## config.mk

```make
export PLATFORM = sky130hd
export DESIGN_NAME = vedic_mult_sequencer_flat
export DESIGN_NICKNAME = d
export VERILOG_FILES = /design/src/rtl/vedic_mult_sequencer_if.sv /design/src/rtl/vedic_mult_sequencer.sv /design/src/flat_wrapper.sv
export SDC_FILE = /design/constraint.sdc
export NUM_CORES = 1
export LEC_CHECK = 0
export CELL_PAD_IN_SITES_DETAIL_PLACEMENT = 1
export CELL_PAD_IN_SITES_GLOBAL_PLACEMENT = 1
export CORE_MARGIN = 10
export CORE_UTILIZATION = 45
export CTS_BUF_LIST = sky130_fd_sc_hd__clkbuf_16
export CTS_CLUSTER_DIAMETER = 100
export DETAILED_ROUTE_END_ITERATION = 12
export DONT_BUFFER_PORTS = 1
export PLACE_DENSITY = 0.85
export SYNTH_ARGS = -nofsm -noshare
export SYNTH_HDL_FRONTEND = slang
export SYNTH_HIERARCHICAL = 1
export SYNTH_SLANG_ARGS = --single-unit
export TNS_END_PERCENT = 1
```

## constraint.sdc

```tcl
create_clock -name clk -period 4.4 [get_ports clk]
set_clock_uncertainty 0.2 [all_clocks]
set_input_delay 0.88 -clock clk [delete_from_list [all_inputs] [get_ports clk]]
set_output_delay 0.88 -clock clk [all_outputs]
set_load 0.01 [all_outputs]
```

## src/rtl/vedic_mult_sequencer_if.sv

```systemverilog
// Handshake bundle between an operand source / result consumer and vedic_mult_sequencer.
// Ports: in_valid/in_ready/a/b carry operands in, out_valid/out_ready/out carry the product out, busy flags RUN.
// master = source/consumer side, slave = sequencer side.
interface vedic_mult_sequencer_if #(
   parameter int WIDTH = 4
);
   logic                   in_valid;
   logic                   in_ready;
   logic [WIDTH-1:0]       a;
   logic [WIDTH-1:0]       b;
   logic                   out_valid;
   logic                   out_ready;
   logic [2*WIDTH-1:0]     out;
   logic                   busy;

   modport master (
      output in_valid, a, b, out_ready,
      input  in_ready, out_valid, out, busy
   );

   modport slave (
      input  in_valid, a, b, out_ready,
      output in_ready, out_valid, out, busy
   );
endinterface

```

## src/rtl/vedic_mult_sequencer.sv

```systemverilog
// Purpose: WIDTH x WIDTH unsigned multiply, one 2-bit digit pair per cycle through a shared 2x2 vedic core.
// Latency: K*K cycles from operand acceptance to out_valid (K = WIDTH/2); one result per K*K+2 cycles at best.
// Backpressure: in_ready only in IDLE; product held stable in DONE until out_ready, no path from inputs to outputs.
// Ports: clk, rst (sync, active-high); bus.slave carries in_valid/in_ready/a/b, out_valid/out_ready/out, busy.

// Combinational 2x2 vedic (urdhva tiryagbhyam) multiplier.
module vedic_multiplier_2bit (
   input  logic [1:0] a_i,
   input  logic [1:0] b_i,
   output logic [3:0] p_o
);
   logic t_cross_0, t_cross_1, t_hi, c_mid;

   assign t_cross_0 = a_i[1] & b_i[0];
   assign t_cross_1 = a_i[0] & b_i[1];
   assign t_hi      = a_i[1] & b_i[1];
   assign c_mid     = t_cross_0 & t_cross_1;

   assign p_o[0] = a_i[0] & b_i[0];
   assign p_o[1] = t_cross_0 ^ t_cross_1;
   assign p_o[2] = t_hi ^ c_mid;
   assign p_o[3] = t_hi & c_mid;
endmodule

module vedic_mult_sequencer #(
   parameter int WIDTH = 4
) (
   input  logic                    clk,
   input  logic                    rst,
   vedic_mult_sequencer_if.slave   bus
);
   localparam int K  = WIDTH / 2;
   localparam int CW = (K > 1) ? $clog2(K) : 1;
   localparam logic [CW-1:0] LAST = CW'(K - 1);

   typedef enum logic [1:0] {
      S_IDLE = 2'd0,
      S_RUN  = 2'd1,
      S_DONE = 2'd2
   } state_t;

   state_t               state_q, state_d;
   logic [WIDTH-1:0]     a_q, a_d;
   logic [WIDTH-1:0]     b_q, b_d;
   logic [2*WIDTH-1:0]   acc_q, acc_d;
   logic [CW-1:0]        i_q, i_d;
   logic [CW-1:0]        j_q, j_d;

   // Digit selection: shifting by 2*i keeps the index arithmetic width-clean.
   logic [1:0]           a_dig, b_dig;
   logic [3:0]           pp;
   logic [CW:0]          weight;
   logic [2*WIDTH-1:0]   pp_sh;

   assign a_dig  = 2'(a_q >> {i_q, 1'b0});
   assign b_dig  = 2'(b_q >> {j_q, 1'b0});
   assign weight = {1'b0, i_q} + {1'b0, j_q};
   assign pp_sh  = (2*WIDTH)'(pp) << {weight, 1'b0};

   vedic_multiplier_2bit u_core (
      .a_i (a_dig),
      .b_i (b_dig),
      .p_o (pp)
   );

   always_comb begin
      state_d = state_q;
      a_d     = a_q;
      b_d     = b_q;
      acc_d   = acc_q;
      i_d     = i_q;
      j_d     = j_q;
      case (state_q)
         S_IDLE: begin
            if (bus.in_valid) begin
               a_d     = bus.a;
               b_d     = bus.b;
               acc_d   = '0;
               i_d     = '0;
               j_d     = '0;
               state_d = S_RUN;
            end
         end
         S_RUN: begin
            acc_d = acc_q + pp_sh;
            if (j_q == LAST) begin
               j_d = '0;
               if (i_q == LAST) begin
                  i_d     = '0;
                  state_d = S_DONE;
               end else begin
                  i_d = i_q + 1'b1;
               end
            end else begin
               j_d = j_q + 1'b1;
            end
         end
         S_DONE: begin
            // Accumulator is left intact so out keeps the last product in IDLE.
            if (bus.out_ready) begin
               state_d = S_IDLE;
            end
         end
         default: state_d = S_IDLE;
      endcase
   end

   always_ff @(posedge clk) begin
      if (rst) begin
         state_q <= S_IDLE;
         a_q     <= '0;
         b_q     <= '0;
         acc_q   <= '0;
         i_q     <= '0;
         j_q     <= '0;
      end else begin
         state_q <= state_d;
         a_q     <= a_d;
         b_q     <= b_d;
         acc_q   <= acc_d;
         i_q     <= i_d;
         j_q     <= j_d;
      end
   end

   assign bus.in_ready  = (state_q == S_IDLE);
   assign bus.out_valid = (state_q == S_DONE);
   assign bus.busy      = (state_q == S_RUN);
   assign bus.out       = acc_q;
endmodule

```

## src/flat_wrapper.sv

```systemverilog
// flat-port wrapper written by rule: the top's interface ports become plain ports
module vedic_mult_sequencer_flat 
#(
   parameter int WIDTH = 4
)
  (clk, rst, bus_in_valid, bus_a, bus_b, bus_out_ready, bus_in_ready, bus_out_valid, bus_out, bus_busy);
  vedic_mult_sequencer_if #(.WIDTH(WIDTH)) bus_i ();
  input  logic clk;
  input  logic rst;
  input wire logic [$bits(bus_i.in_valid)-1:0] bus_in_valid;
  input wire logic [$bits(bus_i.a)-1:0] bus_a;
  input wire logic [$bits(bus_i.b)-1:0] bus_b;
  input wire logic [$bits(bus_i.out_ready)-1:0] bus_out_ready;
  output wire logic [$bits(bus_i.in_ready)-1:0] bus_in_ready;
  output wire logic [$bits(bus_i.out_valid)-1:0] bus_out_valid;
  output wire logic [$bits(bus_i.out)-1:0] bus_out;
  output wire logic [$bits(bus_i.busy)-1:0] bus_busy;
  assign bus_i.in_valid = bus_in_valid;
  assign bus_i.a = bus_a;
  assign bus_i.b = bus_b;
  assign bus_i.out_ready = bus_out_ready;
  assign bus_in_ready = bus_i.in_ready;
  assign bus_out_valid = bus_i.out_valid;
  assign bus_out = bus_i.out;
  assign bus_busy = bus_i.busy;
  vedic_mult_sequencer #(.WIDTH(WIDTH)) u_core (.clk(clk), .rst(rst), .bus(bus_i));
endmodule
```

==> After elaboration in Yosys (flattened, before gate mapping) <==
Cells that the tools add are included.
{ "totals": {"reg_bits": 20, "input_bits": 12, "output_inout_bits": 11, "word_cells": 46} }
{ "op_classes": {"addsub": 4, "n_eq_ne": 6, "n_shift": 3, "mux": 13, "bitwise": 8, "reduce_logical": 6} }
{ "ops": {"columns": ["op", "n"], "rows": [
  ["$pmux W8 S2", 1],
  ["$add A8 B8 Y8", 1],
  ["$mux W2", 4],
  ["$mux W8", 1],
  ["$shl A4 B3 Y8", 1],
  ["$shr A4 B2 Y2", 2],
  ["$and A1 B1 Y1", 6],
  ["$pmux W2 S3", 1],
  ["$mux W1", 4],
  ["$ne A2 B1 Y1 const B", 2],
  ["$ne A2 B2 Y1 const B", 2],
  ["$pmux W1 S2", 2],
  ["$reduce_and A2 Y1", 2],
  ["$reduce_and A4 Y1", 1],
  ["$reduce_and A3 Y1", 1],
  ["$add A1 B1 Y1 const B", 2],
  ["$add A1 B1 Y2", 1],
  ["$eq A2 B1 Y1 const B", 1],
  ["$eq A2 B2 Y1 const B", 1],
  ["$logic_not A2 Y1", 1],
  ["$reduce_bool A2 Y1", 1],
  ["$xor A1 B1 Y1", 2]
]} }

==> Logic depth before layout (Yosys ltp) <==
Gate-level depths: netlist of run 1.
{ "depth": {"ltp_word": 7, "mapped_depth": 13, "depth_no_buf": 12} }

==> Modules after synthesis <==
Netlist of run 1, hierarchy kept.
{ "by_module_without_submodules": {"columns": ["mod", "instances", "cells_each", "area_per_inst_um2", "seq_area_each_um2"], "rows": [
  ["vedic_mult_sequencer", 1, 144, 1178.6, 400.4],
  ["vedic_multiplier_2bit", 1, 6, 50.0, 0.0]
]} }

==> Worst setup path before layout of run 1 <==
OpenSTA, ideal clock, no wires.
{ "synth_timing": {"path_kind": "register to register", "from": "register u_core.j_q", "to": "register u_core.acc_q[7] (netlist: u_core/bus.out[7])", "setup_time_ns": 0.133, "t_arrival_ns": 2.755, "path_slack_ns": 1.312, "path_stages_with_launch": 12, "path_buffers": 1, "period_less_slack_ns": 3.088, "cell_sequence": "dfxtp_1 > clkbuf_1 > mux2_1 > and2_1 > ha_1 > nor3b_1 > ha_1 > a211oi_1 > nor2_1 > o41ai_1 > or3_1 > o211ai_1"} }
{ "synth_via": {"elab_cells_between_ends": 13, "cone_classes": "add/sub: 2; shift: 2; mux: 1; bitwise: 8"} }
{ "synth_lines": {"columns": ["element", "line_no", "text"], "rows": [
  ["start, declared", "vedic_mult_sequencer.sv:47", "logic [CW-1:0] j_q, j_d;"],
  ["start signal, assigned", "vedic_mult_sequencer.sv:122", "j_q <= j_d;"],
  ["$shr A4 B2 Y2", "vedic_mult_sequencer.sv:56", "assign b_dig = 2'(b_q >> {j_q, 1'b0});"],
  ["named net u_core.b_dig[1]", "vedic_mult_sequencer.sv:50", "logic [1:0] a_dig, b_dig;"],
  ["$and A1 B1 Y1", "vedic_mult_sequencer.sv:15", "assign t_cross_1 = a_i[0] & b_i[1];"],
  ["$xor A1 B1 Y1", "vedic_mult_sequencer.sv:20", "assign p_o[1] = t_cross_0 ^ t_cross_1;"],
  ["named net u_core.pp[1]", "vedic_mult_sequencer.sv:51", "logic [3:0] pp;"],
  ["$shl A4 B3 Y8", "vedic_mult_sequencer.sv:58", "assign pp_sh = (2*WIDTH)'(pp) << {weight, 1'b0};"],
  ["$add A8 B8 Y8", "vedic_mult_sequencer.sv:85", "acc_d = acc_q + pp_sh;"],
  ["$pmux W8 S2", "vedic_mult_sequencer.sv:73", "case (state_q)"],
  ["end signal, assigned", "vedic_mult_sequencer.sv:113", "acc_q <= '0;"],
  ["end signal, assigned", "vedic_mult_sequencer.sv:120", "acc_q <= acc_d;"],
  ["end, declared", "vedic_mult_sequencer.sv:45", "logic [2*WIDTH-1:0] acc_q, acc_d;"]
]} }
The timed path passes the listed nets, and every way through them passes these cells.
A chain may end at the register's enable or synchronous reset.

==> Worst setup path after layout of run 1 <==
Same ends and word-level chain as after synthesis.

==> load_flow_metrics.sql, run 1 <==
INSERT INTO impl_metrics (metric_group, metric, value, unit) VALUES
('finish', 'areaGrowthSynthToFinish', '9.67', '%'),
('worst_setup_path', 'r2r_cells', '10', ''),
('sta', 'number_of_failing_hold_endpoints_at_the_final_stage', '0', ''),
('floorplanning', 'dieWidth', '72.3', 'microns'),
('yosys', 'cell_types_occupying_the_most_area_after_synthesis', 'dfxtp_1 33%, ha_1 10%, nand2_1 7.9%', ''),
('global_routing', 'grt_remaining_overflow', '0', ''),
('finish', 'layoutNonFillerInstCount', '178', ''),
('routing', 'first_iter_violations', '46', ''),
('worst_setup_path', 'crit_fanout', '8', ''),
('sta', 'final_slew_viol_count', '0', ''),
('finish', 'most_frequent_cells_in_the_layout', '26 x nand2_1, 20 x dfxtp_1, 16 x a21oi_1', ''),
('yosys', 'synthDominantCellAreaShare', '32.6', '%'),
('place', 'dpl.hpwl', '2470', 'microns'),
('routing', 'via_per_inst', '5.92', ''),
('power', 'power.sequential.fraction', '40.2', '%'),
('finish', 'final_core_util', '52.9', '%'),
('finish', 'final_layout_size_suffix_gt1_share', '4.73', '%'),
('yosys', 'synth.yosys.seq_area_share', '32.6', '%'),
('worst_hold_path', 'worstHoldPathCells', '2', ''),
('yosys', 'synth-warning-count', '6', ''),
('sta', 'grt_setup_unrepaired', 'false', ''),
('sta', 'timing.setup.tns', '0', 'ps'),
('flow_run', 'drv_cap', '0', ''),
('sta', 'finalHoldWorstSlack', '250', 'ps'),
('yosys', 'synth_area_per_cell', '8.19', 'sq um'),
('finish', 'final_common_cell', 'nand2_1', ''),
('worst_setup_path', 'worstSetupStartpointType', 'flip-flop', ''),
('floorplanning', 'die_area', '0.00522', 'sq mm'),
('worst_hold_path', 'min-delay-path-class', 'flip-flop to flip-flop', ''),
('floorplanning', 'floorplan.io_pins', '23', ''),
('outcome', 'status', 'finished clean', ''),
('worst_setup_path', 'crit_path_top_delay_cell', 'dfxtp_1', ''),
('clock_tree', 'cts-htree-levels', '1', ''),
('clock_tree', 'cts.reportedPaths.clkPinSlew', '60', 'ps'),
('power', 'internal_power', '0.380', 'mW'),
('global_routing', 'number_of_global_route_vias_before_repair', '1156', ''),
('place', 'cell_total_after_placement', '174', ''),
('routing', 'postRouteWirelength', '3400', 'microns'),
('routing', 'final_antenna_net_count', '0', ''),
('finish', 'final_area', '0.00135', 'sq mm'),
('yosys', 'synth_nets', '173', ''),
('power', 'cellLeakagePower', '0.584', 'nW'),
('sta', 'number_of_setup_violations_in_the_final_report', '0', ''),
('sta', 'max_freq', '289', 'MHz'),
('yosys', 'cell_area_after_synthesis', '0.00123', 'sq mm'),
('yosys', 'synthCells', '150', ''),
('place', 'port_buffer_count', '0', ''),
('power', 'clock_power_share', '52.0', '%'),
('clock_tree', 'cts_tree', 'yes', ''),
('global_routing', 'grt.total_usage', '13.9', '%'),
('global_routing', 'global_route_wire_length_before_repair', '5870', 'microns'),
('global_routing', 'pin_count_of_the_biggest_net_entering_global_routing', '25', ''),
('sta', 'post-route-worst-setup-slack', '941', 'ps'),
('worst_setup_path', 'crit_chain', 'mux2_1, and2_1, ha_1, nor3b_1, ha_1, a211oi_1, nor2_1, o41ai_1, or3_1, o211ai_1', ''),
('clock_tree', 'clock_sinks', '20', ''),
('yosys', 'post-synth-top-area-cell', 'dfxtp_1', ''),
('routing', 'drt_pass1_iterations', '4', ''),
('routing', 'num_vias', '1053', ''),
('worst_hold_path', 'hold_start', 'u_core/b_q[0]', ''),
('worst_setup_path', 'crit_start', 'u_core/j_q', ''),
('clock_tree', 'worstSkewPairLatency', '250', 'ps'),
('yosys', 'synth_cell_types', '38', ''),
('power', 'p_sw', '0.101', 'mW'),
('yosys', 'ys_ff_latch', '20', ''),
('clock_tree', 'hold_buffers', '0', ''),
('sta', 'timing.final.crit_period', '3460', 'ps'),
('finish', 'post_layout_net_count', '172', ''),
('worst_setup_path', 'worst_ep_arrival_time', '3390', 'ps'),
('place', 'worst_setup_slack_after_placement', '1000', 'ps'),
('clock_tree', 'tritoncts_buffer_count', '3', ''),
('power', 'power.combinational.fraction', '7.8', '%');
-- metal layers --
layer	global-route usage, %	part of all wire [%]
met1	17.4	45
met4	3.23	0.65
met5	0	0
met2	22.2	47
met3	4.90	7.2
-- kinds of logic after synthesis --
family	after synthesis	synth area share, %
XOR/XNOR	4	2.85
buffers and inverters	9	2.85
flip-flops	20	32.6
multiplexers	8	7.33
AO/OA/AOI/OAI	33	16.9
adder cells (fa/ha/maj)	11	11.8
AND/OR/NAND/NOR	65	25.7
-- final timing paths --
kind	endpoint	slack [ps]
max	u_core/bus.out[7]	940
min	u_core/b_q[0]	250
max reg2reg	u_core/bus.out[7]	940
min reg2reg	u_core/b_q[0]	250
-- power groups by stage --
stage	logic [mW]	clock network (mW)	registers [mW]
6_report	0.0375	0.250	0.194
5_1_grt	0.0430	0.262	0.195
4_1_cts	0.0376	0.255	0.194
3_5_place_dp	0.0370	0	0.198
3_3_place_gp	0.0352	0	0.197
2_1_floorplan	0.0326	0	0.195
-- area by class of cell --
type / count / area (sq um)
fill: 308 / 1200
multi-input combinational: 121 / 793
sequential: 20 / 400
clock buffer: 3 / 75.1
tap: 30 / 37.5
clock inverter: 1 / 30.0
inverter: 3 / 11.3
-- worst max-delay path: cells and delay by family (launching register included) --
kind | cells | cell delay [ps]
AND/OR/NAND/NOR | 4 | 870
AO/OA/AOI/OAI | 3 | 750
adder cells (fa/ha/maj) | 2 | 640
flip-flops | 1 | 510
multiplexers | 1 | 380
-- registers in the layout, indices dropped and copies added (netlist names) --
register / count
u_core/j_q: 1
u_core/state_q: 2
u_core/i_q: 1
u_core/b_q: 4
u_core/a_q: 4
u_core/bus.out: 8
-- synthesized netlist by cell type --
master and n:
nand3b_1 1, a21o_1 2, a311oi_1 1, xnor2_1 3, a21oi_1 16, a22o_1 2
nand3_1 6, dfxtp_1 20, nand2b_1 2, and2b_1 1, inv_1 2, nor2b_1 3
nand2b_4 1, nor3b_1 3, o22ai_1 1, inv_2 1, nand2_1 26, o21ai_0 1
a211oi_1 2, or2_0 1, mux2i_1 3, xor2_1 1, o21bai_1 1, a32oi_1 2
fa_1 1, mux2_4 1, mux2_1 4, and2_1 5, nor2_1 11, ha_1 10
o41ai_1 1, o211ai_1 2, nor3_1 4, a31oi_1 1, clkbuf_1 5, o21ai_1 1
buf_2 1, or3_1 1
No activity file was read; power rests on OpenSTA's default activity.
==> inputs of run 2 (changes only) <==
Clock period 4.4 ns to 3.3 ns, I/O delays scaled along.
==> load_flow_metrics.sql, run 2 (synthesized netlist as in run 1, its figures left out) <==
INSERT INTO impl_metrics (metric_group, metric, value, unit) VALUES
('worst_setup_path', 'crit_path_top_delay_cell', 'dfxtp_4', ''),
('worst_setup_path', 'worst-endpoint-required', '3240', 'ps'),
('global_routing', 'grt_remaining_overflow', '0', ''),
('finish', 'sequential_cell_area', '404', 'sq um'),
('worst_hold_path', 'hold-path-endpoint', 'u_core/b_q[1]', ''),
('finish', 'most_frequent_cells_in_the_layout', '26 x nand2_1, 19 x dfxtp_1, 14 x a21oi_1', ''),
('sta', 'number_of_setup_violations_in_the_final_report', '0', ''),
('global_routing', 'busiest_layer', 'met2', ''),
('clock_tree', 'cts_root_buffer', 'clkbuf_16', ''),
('sta', 'finalHoldWorstSlack', '249', 'ps'),
('worst_setup_path', 'cpLargestDelayFamily', 'adder cells', ''),
('finish', 'fill_cells', '306', ''),
('routing', 'final_antenna_net_count', '0', ''),
('global_routing', 'met1_global_route_usage', '16.3', '%'),
('worst_setup_path', 'r2r_cells', '12', ''),
('floorplanning', 'floorplan.io_pins', '23', ''),
('sta', 'min_period_over_period', '96.4', '%'),
('worst_setup_path', 'worst_r2r_startpoint', 'u_core/i_q', ''),
('worst_setup_path', 'worst_ep_arrival_time', '3120', 'ps'),
('place', 'gp_congestion', '0.803', ''),
('finish', 'final_layout_size_suffix_gt1_share', '11.4', '%'),
('finish', 'n_antenna_cell', '0', ''),
('global_routing', 'global_route_wire_length_before_repair', '6070', 'microns'),
('floorplanning', 'start_util', '48.3', '%'),
('routing', 'postRouteWirelength', '3550', 'microns'),
('sta', 'final_slew_viol_count', '0', ''),
('clock_tree', 'tritoncts_buffer_count', '3', ''),
('clock_tree', 'worstSkewPairLatency', '260', 'ps'),
('floorplanning', 'core_area', '0.00254', 'sq mm'),
('worst_hold_path', 'worstHoldPathCells', '2', ''),
('worst_hold_path', 'min-delay-path-class', 'flip-flop to flip-flop', ''),
('power', 'p_per_area', '466', 'mW/mm^2'),
('global_routing', 'pin_count_of_the_biggest_net_entering_global_routing', '25', ''),
('worst_setup_path', 'cp_common_cell', 'ha_1', ''),
('clock_tree', 'cts_tree', 'yes', ''),
('sta', 'number_of_failing_hold_endpoints_at_the_final_stage', '0', ''),
('worst_setup_path', 'crit_start', 'u_core/i_q', ''),
('routing', 'detail_route.drc_violations', '0', ''),
('place', 'worst_setup_slack_after_placement', '3.20', 'ps'),
('worst_setup_path', 'crit_fanout', '7', ''),
('floorplanning', 'chipHeight', '72.3', 'microns'),
('place', 'dpl.hpwl', '2500', 'microns'),
('finish', 'combined_area_of_the_multi_input_logic_cells', '828', 'sq um'),
('worst_setup_path', 'crit_chain', 'mux2_1, and2_1, ha_1, ha_1, mux2i_2, nor2_1, ha_1, a21o_1, a21oi_2, o211ai_1, xnor2_1, o22ai_1', ''),
('routing', 'num_vias', '1096', ''),
('worst_setup_path', 'critical_path.max_stage_delay', '380', 'ps'),
('clock_tree', 'clock_sinks', '20', ''),
('sta', 'slew-limit-headroom', '64.3', '%'),
('floorplanning', 'dieWidth', '72.3', 'microns'),
('place', 'port_buffer_count', '0', ''),
('worst_setup_path', 'worst_setup_path_end_kind', 'flip-flop', ''),
('global_routing', 'grt.total_usage', '14.5', '%'),
('clock_tree', 'cts-htree-levels', '1', ''),
('sta', 'grt_setup_unrepaired', 'true', ''),
('worst_setup_path', 'setup.worst_path.class', 'flip-flop to flip-flop', ''),
('worst_hold_path', 'hold_start', 'u_core/b_q[1]', ''),
('sta', 'tightestPinTransition', '536', 'ps'),
('clock_tree', 'cts.repair_timing.setup_buffer_count', '0', ''),
('floorplanning', 'die_area', '0.00522', 'sq mm'),
('finish', 'largest_register_ffs', '8', ''),
('routing', 'via_per_inst', '6.12', ''),
('finish', 'post_layout_net_count', '173', ''),
('worst_setup_path', 'crit-reg2reg-capture', 'u_core/bus.out[6]', ''),
('power', 'cellLeakagePower', '0.606', 'nW'),
('power', 'design_power_total', '0.650', 'mW'),
('routing', 'first_iter_violations', '45', ''),
('floorplanning', 'placementRows', '18', ''),
('routing', 'wl_per_cell', '19.9', 'microns'),
('sta', 'post-route-worst-setup-slack', '120', 'ps'),
('worst_setup_path', 'reg2reg_slack', '120', 'ps'),
('outcome', 'status', 'finished clean', ''),
('global_routing', 'use_met3', '5.85', '%'),
('global_routing', 'initial_antenna_violation_count', '0', ''),
('sta', 'max_freq', '314', 'MHz'),
('global_routing', 'number_of_global_route_vias_before_repair', '1185', ''),
('worst_setup_path', 'critical_path_buf_inv_count', '0', ''),
('clock_tree', 'cts.path.max_buffers', '2', ''),
('routing', 'drt_pass1_iterations', '4', ''),
('sta', 'timing.final.crit_period', '3180', 'ps'),
('power', 'vdd_drop_max', '0.353', 'mV'),
('worst_setup_path', 'worstSetupStartpointType', 'flip-flop', ''),
('clock_tree', 'cts.reportedPaths.clkPinSlew', '60', 'ps'),
('finish', 'areaGrowthSynthToFinish', '13.4', '%'),
('finish', 'final_common_cell', 'nand2_1', ''),
('global_routing', 'grt.met2_usage', '23.4', '%'),
('flow_run', 'drv_cap', '0', '');
-- run 2: layer usage --
metal | vias to the layer above | part of all wire [%]
met3 | 11 | 8.2
met2 | 34 | 47
li1 | 527 | -
met5 | - | 0
met4 | 0 | 2.7
met1 | 524 | 42
-- run 2: how the worst max path moves through the flow --
stage	end	slack, ps	depth (start not counted)
3_5_place_dp	u_core/bus.out[7]	3	10
3_3_place_gp	u_core/bus.out[7]	180	10
4_1_cts	u_core/bus.out[6]	70	12
5_1_grt	u_core/bus.out[6]	-30	12
2_1_floorplan	u_core/bus.out[7]	210	11
6_report	u_core/bus.out[6]	120	12
-- run 2: metrics by stage --
stage	std cells	TNS (ps)	cell area, sq um	utilization, %
6_report	179	0	1390	54.8
5_1_grt	179	-29.1	1390	54.8
4_1_cts	179	0	1370	53.8
3_5_place_dp	175	0	1250	49.1
3_3_place_gp	175	0	1250	49.1
2_1_floorplan	150	0	1230	-
-- run 2: power breakdown --
| group | switching, mW | internal (mW) |
|---|---|---|
| combinational | 0.0377 | 0.0182 |
| clock | 0.0969 | 0.241 |
| sequential | 0.00691 | 0.250 |
| total | 0.141 | 0.509 |
-- run 2: cell type report --
class	instances	share of cell area, %
multi-input combinational	121	59.4
sequential	20	29.0
clock buffer	3	5.39
tap	30	2.69
clock inverter	1	2.15
inverter	3	0.808
timing repair buffer	1	0.539
-- run 2: repair_timing --
action,CTS,global route
cloned,0,0
hold buffers,0,0
endpoints found under the setup margin,3,4
gates resized for setup,3,7
pin swaps,0,1
-- run 2: tightest hold or removal path: stages (launching register included) --
cell     delay (ps)
dfxtp_1         300
nand2_1          50
a21oi_1          50
==> inputs of run 3 (changes only) <==
Settings changed: BUFFER_PORTS_ARGS from default to -buffer_cell sky130_fd_sc_hd__buf_4, CORE_UTILIZATION 45 to 40, DONT_BUFFER_PORTS 1 to default, PLACE_DENSITY 0.85 to default, PLACE_DENSITY_LB_ADDON from default to 0.1, SETUP_SLACK_MARGIN from default to 0.4.
==> load_flow_metrics.sql, run 3 (synthesized netlist as in run 1, its figures left out) <==
INSERT INTO impl_metrics (metric_group, metric, value, unit) VALUES
('power', 'power.sequential.fraction', '42.6', '%'),
('worst_setup_path', 'crit_fanout', '3', ''),
('worst_setup_path', 'worstSetupStartpointType', 'flip-flop', ''),
('routing', 'wl_per_cell', '18.8', 'microns'),
('sta', 'number_of_failing_hold_endpoints_at_the_final_stage', '0', ''),
('floorplanning', 'die_area', '0.00569', 'sq mm'),
('worst_setup_path', 'worst_setup_path_end_kind', 'flip-flop', ''),
('finish', 'n_antenna_cell', '0', ''),
('sta', 'max_freq', '342', 'MHz'),
('floorplanning', 'placementRows', '20', ''),
('routing', 'final_antenna_net_count', '0', ''),
('power', 'internal_power', '0.451', 'mW'),
('place', 'port_buffer_count', '22', ''),
('clock_tree', 'tritoncts_buffer_count', '3', ''),
('global_routing', 'grt.total_usage', '15.3', '%'),
('power', 'p_sw', '0.151', 'mW'),
('finish', 'layoutNonFillerInstCount', '215', ''),
('finish', 'most_frequent_cells_in_the_layout', '34 x buf_4, 26 x nand2_1, 18 x dfxtp_1', ''),
('sta', 'timing.setup.tns', '0', 'ps'),
('floorplanning', 'start_util', '40.9', '%'),
('clock_tree', 'worstSkewPairLatency', '260', 'ps'),
('global_routing', 'global_route_wire_length_before_repair', '6570', 'microns'),
('place', 'worst_setup_slack_after_placement', '112', 'ps'),
('sta', 'timing.final.crit_period', '2930', 'ps'),
('sta', 'final_slew_viol_count', '0', ''),
('power', 'switching_share_of_power', '25.1', '%'),
('routing', 'detail_route.drc_violations', '0', ''),
('sta', 'post-route-worst-setup-slack', '372', 'ps'),
('routing', 'postRouteWirelength', '4040', 'microns'),
('floorplanning', 'floorplan.io_pins', '23', ''),
('finish', 'largest_register_ffs', '8', ''),
('power', 'p_per_area', '348', 'mW/mm^2'),
('finish', 'areaGrowthSynthToFinish', '41.0', '%'),
('power', 'clock_power_share', '42.3', '%'),
('power', 'vdd_drop_max', '0.190', 'mV'),
('global_routing', 'pin_count_of_the_biggest_net_entering_global_routing', '25', ''),
('outcome', 'status', 'finished clean', ''),
('clock_tree', 'cts-htree-levels', '1', ''),
('finish', 'post_layout_net_count', '207', ''),
('power', 'cellLeakagePower', '0.754', 'nW'),
('clock_tree', 'clock_sinks', '20', ''),
('sta', 'tightestPinTransition', '517', 'ps'),
('worst_setup_path', 'worst_r2r_startpoint', 'u_core/i_q', ''),
('sta', 'min_period_over_period', '88.7', '%'),
('clock_tree', 'cts.reportedPaths.clkPinSlew', '60', 'ps'),
('worst_setup_path', 'worst-endpoint-required', '3280', 'ps'),
('sta', 'number_of_setup_violations_in_the_final_report', '0', ''),
('finish', 'final_layout_size_suffix_gt1_share', '35.2', '%'),
('worst_setup_path', 'worst_ep_arrival_time', '2900', 'ps'),
('power', 'power.combinational.fraction', '15.1', '%'),
('global_routing', 'number_of_global_route_vias_before_repair', '1365', ''),
('routing', 'via_per_inst', '5.68', ''),
('worst_setup_path', 'crit_start', 'u_core/i_q', ''),
('place', 'gp_congestion', '0.835', ''),
('flow_run', 'drv_cap', '0', ''),
('worst_setup_path', 'setup.worst_path.class', 'flip-flop to flip-flop', ''),
('routing', 'first_iter_violations', '53', ''),
('global_routing', 'initial_antenna_violation_count', '0', ''),
('clock_tree', 'cts.path.max_buffers', '2', ''),
('finish', 'final_common_cell', 'buf_4', ''),
('sta', 'grt_setup_unrepaired', 'true', ''),
('clock_tree', 'cts_tree', 'yes', ''),
('place', 'dpl.hpwl', '2620', 'microns'),
('worst_hold_path', 'hold_start', 'u_core/a_q[0]', ''),
('clock_tree', 'cts_root_buffer', 'clkbuf_16', ''),
('floorplanning', 'dieWidth', '75.4', 'microns'),
('power', 'design_power_total', '0.603', 'mW'),
('place', 'cell_total_after_placement', '201', ''),
('sta', 'slew-limit-headroom', '65.5', '%'),
('global_routing', 'grt_remaining_overflow', '0', ''),
('worst_hold_path', 'min-delay-path-class', 'flip-flop to flip-flop', ''),
('routing', 'drt_pass1_iterations', '4', ''),
('floorplanning', 'core_area', '0.00300', 'sq mm'),
('routing', 'num_vias', '1222', ''),
('floorplanning', 'chipHeight', '75.4', 'microns'),
('clock_tree', 'hold_buffers', '0', '');
run 3: worst paths after layout:
path | endpoint | slack [ps] | cells after the start
worst max-delay path | u_core/bus.out[7] | 370 | 13
worst min-delay path | u_core/a_q[0] | 260 | 2
worst max register to register | u_core/bus.out[7] | 370 | 13
worst min register to register | u_core/a_q[0] | 260 | 2
run 3: through the flow:
step                hold slack [ps]  area (sq um)  utilization [%]
floorplan                       232          1260                -
global placement                241          1450             48.2
detailed placement              246          1450             48.2
CTS                             258          1660             55.3
global route                    286          1730             57.7
finish                          256          1730             57.7
run 3: layout make-up:
type	count	area [sq um]
multi-input combinational	121	931
timing repair buffer	35	267
fill	354	1270
sequential	20	408
clock buffer	3	75.1
inverter	3	11.3
tap	33	41.3
run 3: timing repair:
| item | CTS | global route |
|---|---|---|
| buffers inserted | 9 | 2 |
| resized for setup | 18 | 10 |
| endpoints found under the setup margin | 5 | 5 |
| pin swaps | 13 | 15 |
run 3: power groups by stage:
stage	sequential (mW)	clock, mW	combinational (mW)
floorplan	0.260	0	0.0457
global placement	0.262	0	0.0670
detailed placement	0.263	0	0.0693
CTS	0.256	0.257	0.0830
global route	0.258	0.270	0.0994
finish	0.257	0.255	0.0910
run 3: critical path, cell delays in order, from the launching register on:
cell	delay (ps)
dfxtp_4	370
mux2_4	310
and2_4	170
ha_4	160
ha_4	230
mux2i_4	180
buf_6	120
nor2b_1	40
ha_1	300
o21ai_1	70
nor2_1	150
o41ai_2	100
or3_1	360
o211ai_1	90
run 3: layer usage:
metal,global-route usage [%],routed length [microns],vias to the layer above
li1,-,-,594
met1,15.8,1640,601
met2,29.3,2240,22
met3,3.13,114,5
met4,5.57,47,0
met5,0,0,-
